### config.mk
export PLATFORM = sky130hd
export DESIGN_NAME = bpsk_demodulator
export DESIGN_NICKNAME = d
export VERILOG_FILES = /design/src/rtl/bpsk_demodulator.sv
export SDC_FILE = /design/constraint.sdc
export NUM_CORES = 1
export LEC_CHECK = 0
export CAP_MARGIN = 40
export CORE_UTILIZATION = 39
export CTS_CLUSTER_DIAMETER = 80
export DETAILED_ROUTE_END_ITERATION = 8
export GPL_TIMING_DRIVEN = 0
export PLACE_DENSITY = 0.67
export SETUP_SLACK_MARGIN = 0.5
export SYNTH_ARGS = -nofsm -noshare
export SYNTH_HDL_FRONTEND = slang
export SYNTH_SLANG_ARGS = --single-unit
### constraint.sdc
create_clock -name clk -period 7.3 [get_ports clk]
set_clock_uncertainty 0.05 [all_clocks]
set_input_delay 1.825 -clock clk [delete_from_list [all_inputs] [get_ports clk]]
set_output_delay 1.825 -clock clk [all_outputs]
set_load 0.05 [all_outputs]
### src/rtl/bpsk_demodulator.sv
// Coherent BPSK symbol detector. Each accepted offset-binary sample is
// centred and folded into a signed correlation accumulator: added while the
// carrier phase index is in the first half-period and subtracted in the
// second. After SAMPLE_NUMBER accepted samples, a hard decision, the signed
// metric and a weak-signal flag are registered and announced for one cycle.
//
// Handshake: sample_valid is a one-way valid with no ready. Every cycle in
// which sample_valid is high consumes sample_in on that rising edge.
// bit_valid is a one-cycle pulse with no backpressure. bit_out, bit_weak and
// metric change only on that pulse and hold their values otherwise.
// There is no FSM. The only sequencing state is phase_cnt, which is exported
// directly, plus the accumulator.
module bpsk_demodulator #(
  parameter int SAMPLE_NUMBER = 256,
  parameter int SAMPLE_WIDTH  = 12,
  parameter int THRESHOLD     = 1024,
  localparam int PH_W  = $clog2(SAMPLE_NUMBER),
  localparam int ACC_W = SAMPLE_WIDTH + PH_W + 1
) (
  input  logic                    clk,
  input  logic                    rst,
  input  logic [SAMPLE_WIDTH-1:0] sample_in,
  input  logic                    sample_valid,
  input  logic                    sym_start,
  output logic                    bit_out,
  output logic                    bit_valid,
  output logic                    bit_weak,
  output logic [ACC_W-1:0]        metric,
  output logic [PH_W-1:0]         phase_cnt
);

  localparam logic [PH_W-1:0]  LAST_PHASE = PH_W'(SAMPLE_NUMBER - 1);
  localparam logic [PH_W-1:0]  HALF_PHASE = PH_W'(SAMPLE_NUMBER / 2);
  // THRESHOLD is assumed to fit in ACC_W bits. Any larger value could never
  // be reached by the metric anyway.
  localparam logic [ACC_W-1:0] THR        = ACC_W'(THRESHOLD);

  logic signed [SAMPLE_WIDTH:0] c_small;
  logic signed [ACC_W-1:0]      c_ext;
  logic signed [ACC_W-1:0]      acc;
  logic signed [ACC_W-1:0]      acc_step;
  logic        [ACC_W-1:0]      step_abs;
  logic                         step_pos;
  logic                         step_weak;

  // Remove the midscale offset. One extra bit holds the full signed range.
  assign c_small = $signed({1'b0, sample_in})
                 - $signed({2'b01, {(SAMPLE_WIDTH-1){1'b0}}});
  assign c_ext   = {{(ACC_W-SAMPLE_WIDTH-1){c_small[SAMPLE_WIDTH]}}, c_small};

  // Correlation step for the current phase, plus the decision terms that
  // apply when this step closes a symbol.
  always_comb begin
    acc_step  = '0;
    step_abs  = '0;
    step_pos  = 1'b0;
    step_weak = 1'b1;
    if (phase_cnt >= HALF_PHASE) acc_step = acc - c_ext;
    else                         acc_step = acc + c_ext;
    // Magnitude cannot overflow: |acc| <= SAMPLE_NUMBER * 2^(SAMPLE_WIDTH-1).
    step_abs  = acc_step[ACC_W-1] ? ACC_W'(-acc_step) : ACC_W'(acc_step);
    // A zero sum is a tie and decides 0.
    step_pos  = !acc_step[ACC_W-1] && (acc_step != '0);
    step_weak = step_abs < THR;
  end

  // Accumulate, realign on sym_start (which wins over symbol end), and
  // register a decision when the last phase of a symbol is accepted.
  always_ff @(posedge clk) begin
    if (rst) begin
      acc       <= '0;
      phase_cnt <= '0;
      bit_out   <= 1'b0;
      bit_valid <= 1'b0;
      bit_weak  <= 1'b1;
      metric    <= '0;
    end else begin
      bit_valid <= 1'b0;
      if (sym_start) begin
        if (sample_valid) begin
          acc       <= c_ext;
          phase_cnt <= PH_W'(1);
        end else begin
          acc       <= '0;
          phase_cnt <= '0;
        end
      end else if (sample_valid) begin
        if (phase_cnt == LAST_PHASE) begin
          metric    <= acc_step;
          bit_out   <= step_pos;
          bit_weak  <= step_weak;
          bit_valid <= 1'b1;
          acc       <= '0;
          phase_cnt <= '0;
        end else begin
          acc       <= acc_step;
          phase_cnt <= phase_cnt + PH_W'(1);
        end
      end
    end
  end

endmodule

# Word-level counts from Yosys, hierarchy flattened
# Index checks and enable logic that the tools add are counted.
# totals
inputBits	16
out_inout_bits	32
word_cells	33
regBits	53
# op_classes
magnitude_cmp	2
reduce_logical	6
add_sub_neg	5
eq_ne	1
bitwise_logic	2
n_mux	11
# op_table
cell	n
21-bit two-way mux	6
8-bit two-way mux	3
21-bit by 13-bit adder with 21-bit output	1
21-bit by 11-bit less-than comparator with 1-bit output, second input constant	1
21-bit negator	1
21-bit nonzero test	1
21-bit by 13-bit subtractor with 21-bit output	1
12-bit by 12-bit subtractor with 13-bit output, second input constant	1
8-bit by 1-bit adder with 8-bit output, second input constant	1
8-bit == test, second input constant	1
8-bit greater-or-equal comparator, second input constant	1
3-bit AND reduction	1
3-bit OR reduction	1
1-bit two-way mux	2
1-bit inverter	2
2-bit nonzero test	1
1-bit logical AND	1
1-bit zero test	1

# Logic depth before layout (Yosys ltp)
# Gate-level depths: netlist (run 1).
# logic_depth
depth_word	6
ltp_mapped	17
mapped_depth_nobuf	16

# Worst setup path before layout (run 1)
# OpenSTA, ideal clock, no wires.
# synth_timing
path_type	input to register
from	in sample_in[0]
to	reg bit_weak
t_arrival_ps	4991
setup_slack_ps	2193
setup_ps	66
t_required_ps	7184
cell_stages	17
path_buffers	1
cell_sequence	inv_1 -> ha_1 -> nor3b_1 -> and2_1 -> nor2_1 -> xnor2_1 -> ha_1 -> clkbuf_2 -> nand4_1 -> nor3_1 -> o311ai_2 -> and3_1 -> a311oi_1 -> nand3_1 -> or4_1 -> a31oi_1 -> a2bb2oi_2
# synth_via
elab_chain_cells	6
elab_cells_between_ends	7
cone_classes	add/sub: 4; order compare: 1; mux: 2
# synth_lines
element	line	rtl
start: declaration	22	input logic [SAMPLE_WIDTH-1:0] sample_in,
12-bit by 12-bit subtractor with 13-bit output (*)	48	- $signed({2'b01, {(SAMPLE_WIDTH-1){1'b0}}});
21-bit by 13-bit adder with 21-bit output or 21-bit by 13-bit subtractor with 21-bit output (tied branches)	59, 58	
21-bit two-way mux (*)	58	if (phase_cnt >= HALF_PHASE) acc_step = acc - c_ext;
21-bit negator	61	step_abs = acc_step[ACC_W-1] ? ACC_W'(-acc_step) : ACC_W'(acc_step);
21-bit two-way mux (*)	61	
21-bit by 11-bit less-than comparator with 1-bit output (*)	64	step_weak = step_abs < THR;
end signal: assignment	91	bit_weak <= step_weak;
end: declaration	27	output logic bit_weak,
# Mark *: on every way between the ends. The rest lies on a longest branch, timed or not.
# A chain may end at the register's enable or synchronous reset.

# Final worst setup path (run 1)
# layout_timing
from	in sample_in[0]
to	reg bit_out
# layout_via
elab_chain_cells	5
elab_cells_between_ends	7
cone_classes	add/sub: 3; mux: 1; reduce/logical: 3
# layout_lines
element	line	rtl
12-bit by 12-bit subtractor with 13-bit output (*)	48	
21-bit by 13-bit adder with 21-bit output or 21-bit by 13-bit subtractor with 21-bit output (tied branches)	59, 58	
21-bit two-way mux (*)	58	
21-bit nonzero test or 1-bit zero test (tied branches)	63	step_pos = !acc_step[ACC_W-1] && (acc_step != '0);
1-bit logical AND (*)	63	
end signal: assignment	90	bit_out <= step_pos;
end: declaration	25	output logic bit_out,
# Marked as above.

==> summary.md, run 1 <==
| Metric | Value |
|---|---|
| Status | finished, final reports clean |
| Worst Path Arrival | 6090 ps |
| First-pass GRT wire length | 17600 microns |
| Worst-case clock buffer depth | 2 |
| Clock transition at path regs | 100 ps |
| Crit path largest cell delay | 490 ps |
| Top delay family on crit path | simple AND/OR/NAND/NOR gates |
| Storage cell area | 1060 sq um |
| Max-cap check violation count | 0 |
| H-tree depth | 2 |
| Vias | 3924 |
| FFs w/ async S/R, synth | 0% |
| Via density | 5.50 |
| Initial drt markers | 195 |
| Area leader, netlist | dfxtp_1 |
| Clk_lat worst skew | 320 ps |
| CP Data Required Time | 7440 ps |
| Routed wire per std cell | 14.8 microns |
| CP Max Fanout | 7 |
| Crit end category | flop |
| CP most frequent cell | ha_1 |
| Antenna violations before repair | 0 |
| Critical path type | primary input to flop |
| Overall global routing resource usage | 21.6% |
| Achievable clock frequency | 0.168 GHz |
| # port buffers | 46 |
| I/O pin cnt | 48 |
| Area added between synthesis and finish | 19.0% |
| Ys flop type | dfxtp_1 |
| DRC violations left | 0 |
| Total Neg Setup Slack | 0 ps |
| Layout cell share with drive strength beyond 1 | 5.82% |
| Syn nets | 570 |
| Grt ovf | 0 |
| Routed Antenna Nets | 0 |
| Tmin final | 5940 ps |
| Final setup vio count | 0 |
| Vias in the first global route | 3766 |
| Largest net degree at the start of global routing | 17 |
| Filler cell count | 964 |
| Final Hold Fails | 0 |
| Cell Area, Placed | 4480 sq um |
| Mapped cell area | 3860 sq um |
| Number of post-CTS setup repair buffers | 0 |
| Power Density | 171 nW/um^2 |
| Post-synth EDFFs | 0 |
| Top cells by area, synth | dfxtp_1 27%, a21oi_1 9.7%, nor2_1 8.3%, ha_1 7.5%, nand2_1 5.6% |
| Synth cell types | 65 |
| Nets | 623 |
| Router iterations before antenna repair | 5 |
| Crit-path cells | clkdlybuf4s50_1 -> inv_1 -> ha_1 -> nor3b_1 -> and2_1 -> nor2_1 -> xnor2_1 -> ha_1 -> clkbuf_2 -> o21ai_0 -> o21bai_1 -> a21o_1 -> a211oi_1 -> or3_1 -> nor4_1 -> nand2_1 -> o31ai_1 -> a21oi_1 |
| Design Area, Final | 4590 sq um |
| Hold-fix buffers, CTS | 0 |
| Seq cells post-synth | 53 |
| Post-CTS sizing | 0 |
| Pwr Total | 784 uW |
| Area share of the largest cell type after synthesis | 27.5% |
| FP Rows | 35 |
| Measured slew at the worst slew-check pin | 843 ps |
| Yosys warning count | 0 |
| VDD IR max | 0.0000849 V |
| Final Max Slew Viols | 0 |
| Syn_area_per_cell | 7.28 sq um |
| Seq/Total Area, Yosys | 27.5% |
| CP Launch Type | primary input |
| TritonCTS Sinks | 53 |
| Overall routed net length | 10500 microns |
| Clock root buffer | clkbuf_8 |
| GPL Wtd Cong | 0.929 |
| Die X-Extent | 101 microns |
| Die ar. | 10300 sq um |
| RSZ-0062 raised after global routing | no |
| Most common cell in the netlist | nor2_1 |
| DP HPWL | 8330 microns |
| CP max-delay cell | clkdlybuf4s50_1 |
| Cts bufs inserted | 5 |
| Core Area | 9420 sq um |
| Buf+Inv Stages, Crit Path | 3 |
| Leak pwr | 0.00172 uW |
| Multi-input gate area | 2630 sq um |
| Synth Instances | 530 |
| Starting density of the core | 41.0% |
| Antenna cell count | 0 |
| Period utilization | 81.4% |
| Top cells by count, synth | 85 x nor2_1, 75 x a21oi_1, 58 x nand2_1 |
| Slew headroom | 43.7% |
| Die Ht | 101 microns |
| Worst hold path type | flop to flop |
| Clock tree from TritonCTS | yes |
metal layers:
layer | wire [microns] | vias to the layer above | global-route usage (%)
met1 | 4990 | 1830 | 27.5
li1 | - | 1983 | -
met5 | 0 | - | 0
met2 | 5060 | 101 | 37.6
met3 | 387 | 10 | 3.73
met4 | 93 | 0 | 5.35
registers in the layout, indices dropped and copies added (netlist names):
name,flops
acc,21
metric,21
phase_cnt,8
bit_out,1
bit_valid,1
bit_weak,1
worst paths after layout:
path	from	to	slack, ps	cells past startpoint
hold / removal	metric[16]	metric[16]	410	2
setup / recovery	sample_in[0]	bit_out	1360	18
hold reg to reg	metric[16]	metric[16]	410	2
setup reg to reg	phase_cnt[7]	bit_out	3090	13
cell usage in the layout (no fill, tap or decap), types with 5 or more instances in the layout:
cell / n
a211oi_1: 8
a21oi_1: 75
and3_1: 8
buf_1: 5
clkbuf_1: 20
clkbuf_8: 5
clkdlybuf4s50_1: 46
dfxtp_1: 53
ha_1: 23
inv_1: 12
mux2i_1: 5
nand2_1: 58
nand2b_1: 7
nand3_1: 11
nand4_1: 5
nor2_1: 85
nor2b_1: 11
nor3_1: 22
o21ai_0: 19
or2_2: 5
xnor2_1: 15
xor2_1: 7
cell families after synthesis:
logic type,Yosys count,share of synthesized area (%)
adder cells (fa/ha/maj),24,7.97
XOR/XNOR,22,4.99
AO/OA/AOI/OAI,145,23.8
AND/OR/NAND/NOR,239,30.0
multiplexers,5,1.30
buffers and inverters,42,4.44
flip-flops,53,27.5
worst reg2reg max path, cell delays in order (launching register included):
cell	delay, ps
dfxtp_1	340
buf_2	220
buf_1	380
mux2i_1	240
fa_1	500
a211oi_2	280
o21ai_1	180
a21o_1	270
a41o_1	250
or3_1	410
nor4_1	450
nand2_1	150
o31ai_1	280
a21oi_1	90
area by class of cell:
class                           count  area share (%)
Buffer                             30            2.75
Timing Repair Buffer               46            10.0
Multi-Input combinational cell    435            57.2
Tap cell                          129            3.51
Clock buffer                        6            1.58
Clock inverter                      2           0.844
Sequential cell                    53            23.1
Inverter                           12           0.981
power by group:
part           internal, uW  switching (uW)  total (uW)
clock                   103             105         208
combinational           102             166         268
sequential              300            7.72         308
total                   505             278         784
per-stage QoR:
stage	hold WS [ps]	cells	util [%]	setup WS, ps
2_1_floorplan	423	530	-	2190
3_5_place_dp	397	705	47.6	1010
5_1_grt	428	713	48.8	1060
3_3_place_gp	396	705	47.6	1040
4_1_cts	411	713	48.8	1350
6_report	408	713	48.8	1360
Note: power is estimated with default switching activity, not from simulation.
==> inputs of run 2 (changes only) <==
clock period = 6.2 ns   (was 7.3 ns; I/O delays follow)
==> run 2 against run 1 <==
Compared with the run above: flip-flop and latch count did not move; clock power grew 18%; total power is 18% higher; worst setup slack got worse by 540 ps; sequential power increased by 18%; via count up 0.74%; combinational power increased by 20%; utilization increased by 0.54 points; sequential share of layout area shrank 0.26 points; global-route usage is the same; design area up 1.1%; non-clock buffer count increased by 2; critical endpoint unchanged.
==> summary.md, run 2 (synthesis gave the netlist of run 1 again) <==
| Metric | Value |
|---|---|
| Status | finished, final reports clean |
| Worst hold path type | flop to flop |
| Crit. Startpoint | sample_in[0] |
| Core Area | 9420 sq um (unchanged) |
| Largest net degree at the start of global routing | 17 (unchanged) |
| Final Max Slew Viols | 0 (unchanged) |
| Crit-path cells | clkdlybuf4s50_1 -> inv_1 -> ha_1 -> nor3b_4 -> and2_1 -> nor2_1 -> xnor2_1 -> ha_1 -> clkbuf_2 -> o21ai_0 -> o21bai_2 -> a21o_1 -> a41o_1 -> or3_1 -> nor4_2 -> nand2_1 -> o31ai_1 -> a21oi_1 |
| Max-cap check violation count | 0 (unchanged) |
| Util after Layout | 49.3% (+0.54 points) |
| Most common cell after layout, fill and taps aside | nor2_1 |
| Top delay family on crit path | simple AND/OR/NAND/NOR gates |
| Measured slew at the worst slew-check pin | 838 ps (-5.03 ps) |
| Clock root buffer | clkbuf_8 |
| Total Neg Setup Slack | 0 ps (unchanged) |
| CP Max Fanout | 7 (unchanged) |
| Cts bufs inserted | 5 (unchanged) |
| Via density | 5.53 (+0.46%) |
| CP Launch Type | primary input |
| Worst Path Arrival | 5530 ps (-560 ps) |
| Power Density | 200 nW/um^2 (+17%) |
| Reg2Reg Depth | 14 (+1) |
| CP max-delay cell | clkdlybuf4s50_1 |
| Flop2flop setup slack | 2060 ps (-1030 ps) |
| Leak pwr | 0.00174 uW (+1.3%) |
| Routed wire per std cell | 14.7 microns (-0.29%) |
| VDD IR max | 0.000100 V (+18%) |
| Achievable clock frequency | 0.186 GHz |
| Crit end category | flop |
| Vias in the first global route | 3766 (unchanged) |
| Router iterations before antenna repair | 4 (-1) |
| Overall global routing resource usage | 21.6% (unchanged) |
| Final Hold Fails | 0 (unchanged) |
| Top flop regs | acc x21, metric x21, phase_cnt x8 |
| First-pass GRT wire length | 17600 microns (unchanged) |
| Routed Antenna Nets | 0 (unchanged) |
| Most frequent cells in the layout | 85 x nor2_1, 74 x a21oi_1, 58 x nand2_1 |
| Worst Setup EP | bit_out |
| Crit path largest cell delay | 580 ps (+90 ps) |
| Nets | 625 (+0.32%) |
| Final setup vio count | 0 (unchanged) |
| Antenna cell count | 0 (unchanged) |
| # port buffers | 46 (unchanged) |
| Grt ovf | 0 (unchanged) |
| Clock transition at path regs | 100 ps (about the same) |
| Die X-Extent | 101 microns (unchanged) |
| Layout cell share with drive strength beyond 1 | 7.17% (+1.3 points) |
| DP HPWL | 8330 microns (unchanged) |
| CP Data Required Time | 6340 ps (-1100 ps) |
| Clock tree from TritonCTS | yes |
| Critical path type | primary input to flop |
| Buf+Inv Stages, Crit Path | 3 (unchanged) |
| Slew headroom | 44.0% (+0.34 points) |
| Reg2Reg Launch Point | phase_cnt[7] |
| H-tree depth | 2 (unchanged) |
| Clk_lat worst skew | 320 ps (about the same) |
| Worst-case clock buffer depth | 2 (unchanged) |
| GPL Wtd Cong | 0.929 (unchanged) |
| Initial drt markers | 193 (-1.0%) |
| RSZ-0062 raised after global routing | no |
| Area added between synthesis and finish | 20.3% |
| Antenna violations before repair | 0 (unchanged) |
| Worst R2R End | bit_out |
| Die ar. | 10300 sq um (unchanged) |
| Cell count along the critical path | 18 (unchanged) |
| FP Rows | 35 (unchanged) |
| I/O pin cnt | 48 (unchanged) |
| Vias | 3953 (+0.74%) |
| TritonCTS Sinks | 53 (unchanged) |
| Tmin final | 5390 ps |
| Die Ht | 101 microns (unchanged) |
| Period utilization | 86.9% |
| CP most frequent cell | ha_1 |
| Overall routed net length | 10500 microns (about the same) |
| DRC violations left | 0 (unchanged) |
| Starting density of the core | 41.0% (unchanged) |
-- run 2: changes by cell type in the layout (fill, tap and decap cells not counted), sizes merged --
cell,previous run,this run
buf,10,12
-- run 2: per-stage QoR --
stage / cell area (sq um) / total power (uW) / hold WS, ps / setup slack [ps] / std cells
after detailed placement: 4480 / 681 / 397 / 186 / 705
after global routing: 4640 / 979 / 428 / 519 / 715
final: 4640 / 928 / 408 / 813 / 715
after CTS: 4590 / 922 / 411 / 527 / 713
after global placement: 4480 / 674 / 396 / 217 / 705
after floorplan: 3860 / 598 / 423 / 1370 / 530
-- run 2: how the worst min path moves through the flow --
| stage | depth (start not counted) | slack, ps | startpoint | end |
|---|---|---|---|---|
| 6_report | 2 | 410 | metric[16] | metric[16] |
| 5_1_grt | 2 | 430 | metric[17] | metric[17] |
| 4_1_cts | 2 | 410 | metric[16] | metric[16] |
| 3_5_place_dp | 2 | 400 | metric[16] | metric[16] |
| 3_3_place_gp | 2 | 400 | metric[17] | metric[17] |
| 2_1_floorplan | 2 | 420 | acc[11] | acc[11] |
-- run 2: power breakdown --
group	total [uW]	switching, uW	internal, uW
logic	321	199	122
registers	362	9.05	353
clock network	245	123	122
-- run 2: repair_timing --
action                     CTS  global route
buffers inserted             0             2
setup endpoints to repair    0             2
gates resized for setup      0             7
hold buffers                 0             0
-- run 2: final cells by class --
type	count	area [sq um]
buffer	30	126
clock buffer	6	72.6
clock inverter	2	38.8
fill	960	4770
inverter	12	45.0
multi-input combinational	435	2660
sequential	53	1060
tap	129	161
timing repair buffer	48	475
-- run 2: layer usage --
layer	up-vias	GRT usage [%]	wire length [microns]
li1	1988	-	-
met1	1857	27.5	4930
met2	94	37.6	5090
met3	14	3.73	387
met4	0	5.35	126
met5	-	0	0
-- run 2: worst reg2reg max path: cells and delay by family (launching register included) --
kind,cells,cell delay (ps)
adders and majority gates,1,330
xor gates and xnor gates,1,220
and+or+nand+nor,4,1170
DFF,1,340
buffers and inverters,2,610
AOI/OAI and AO/OA,6,1290
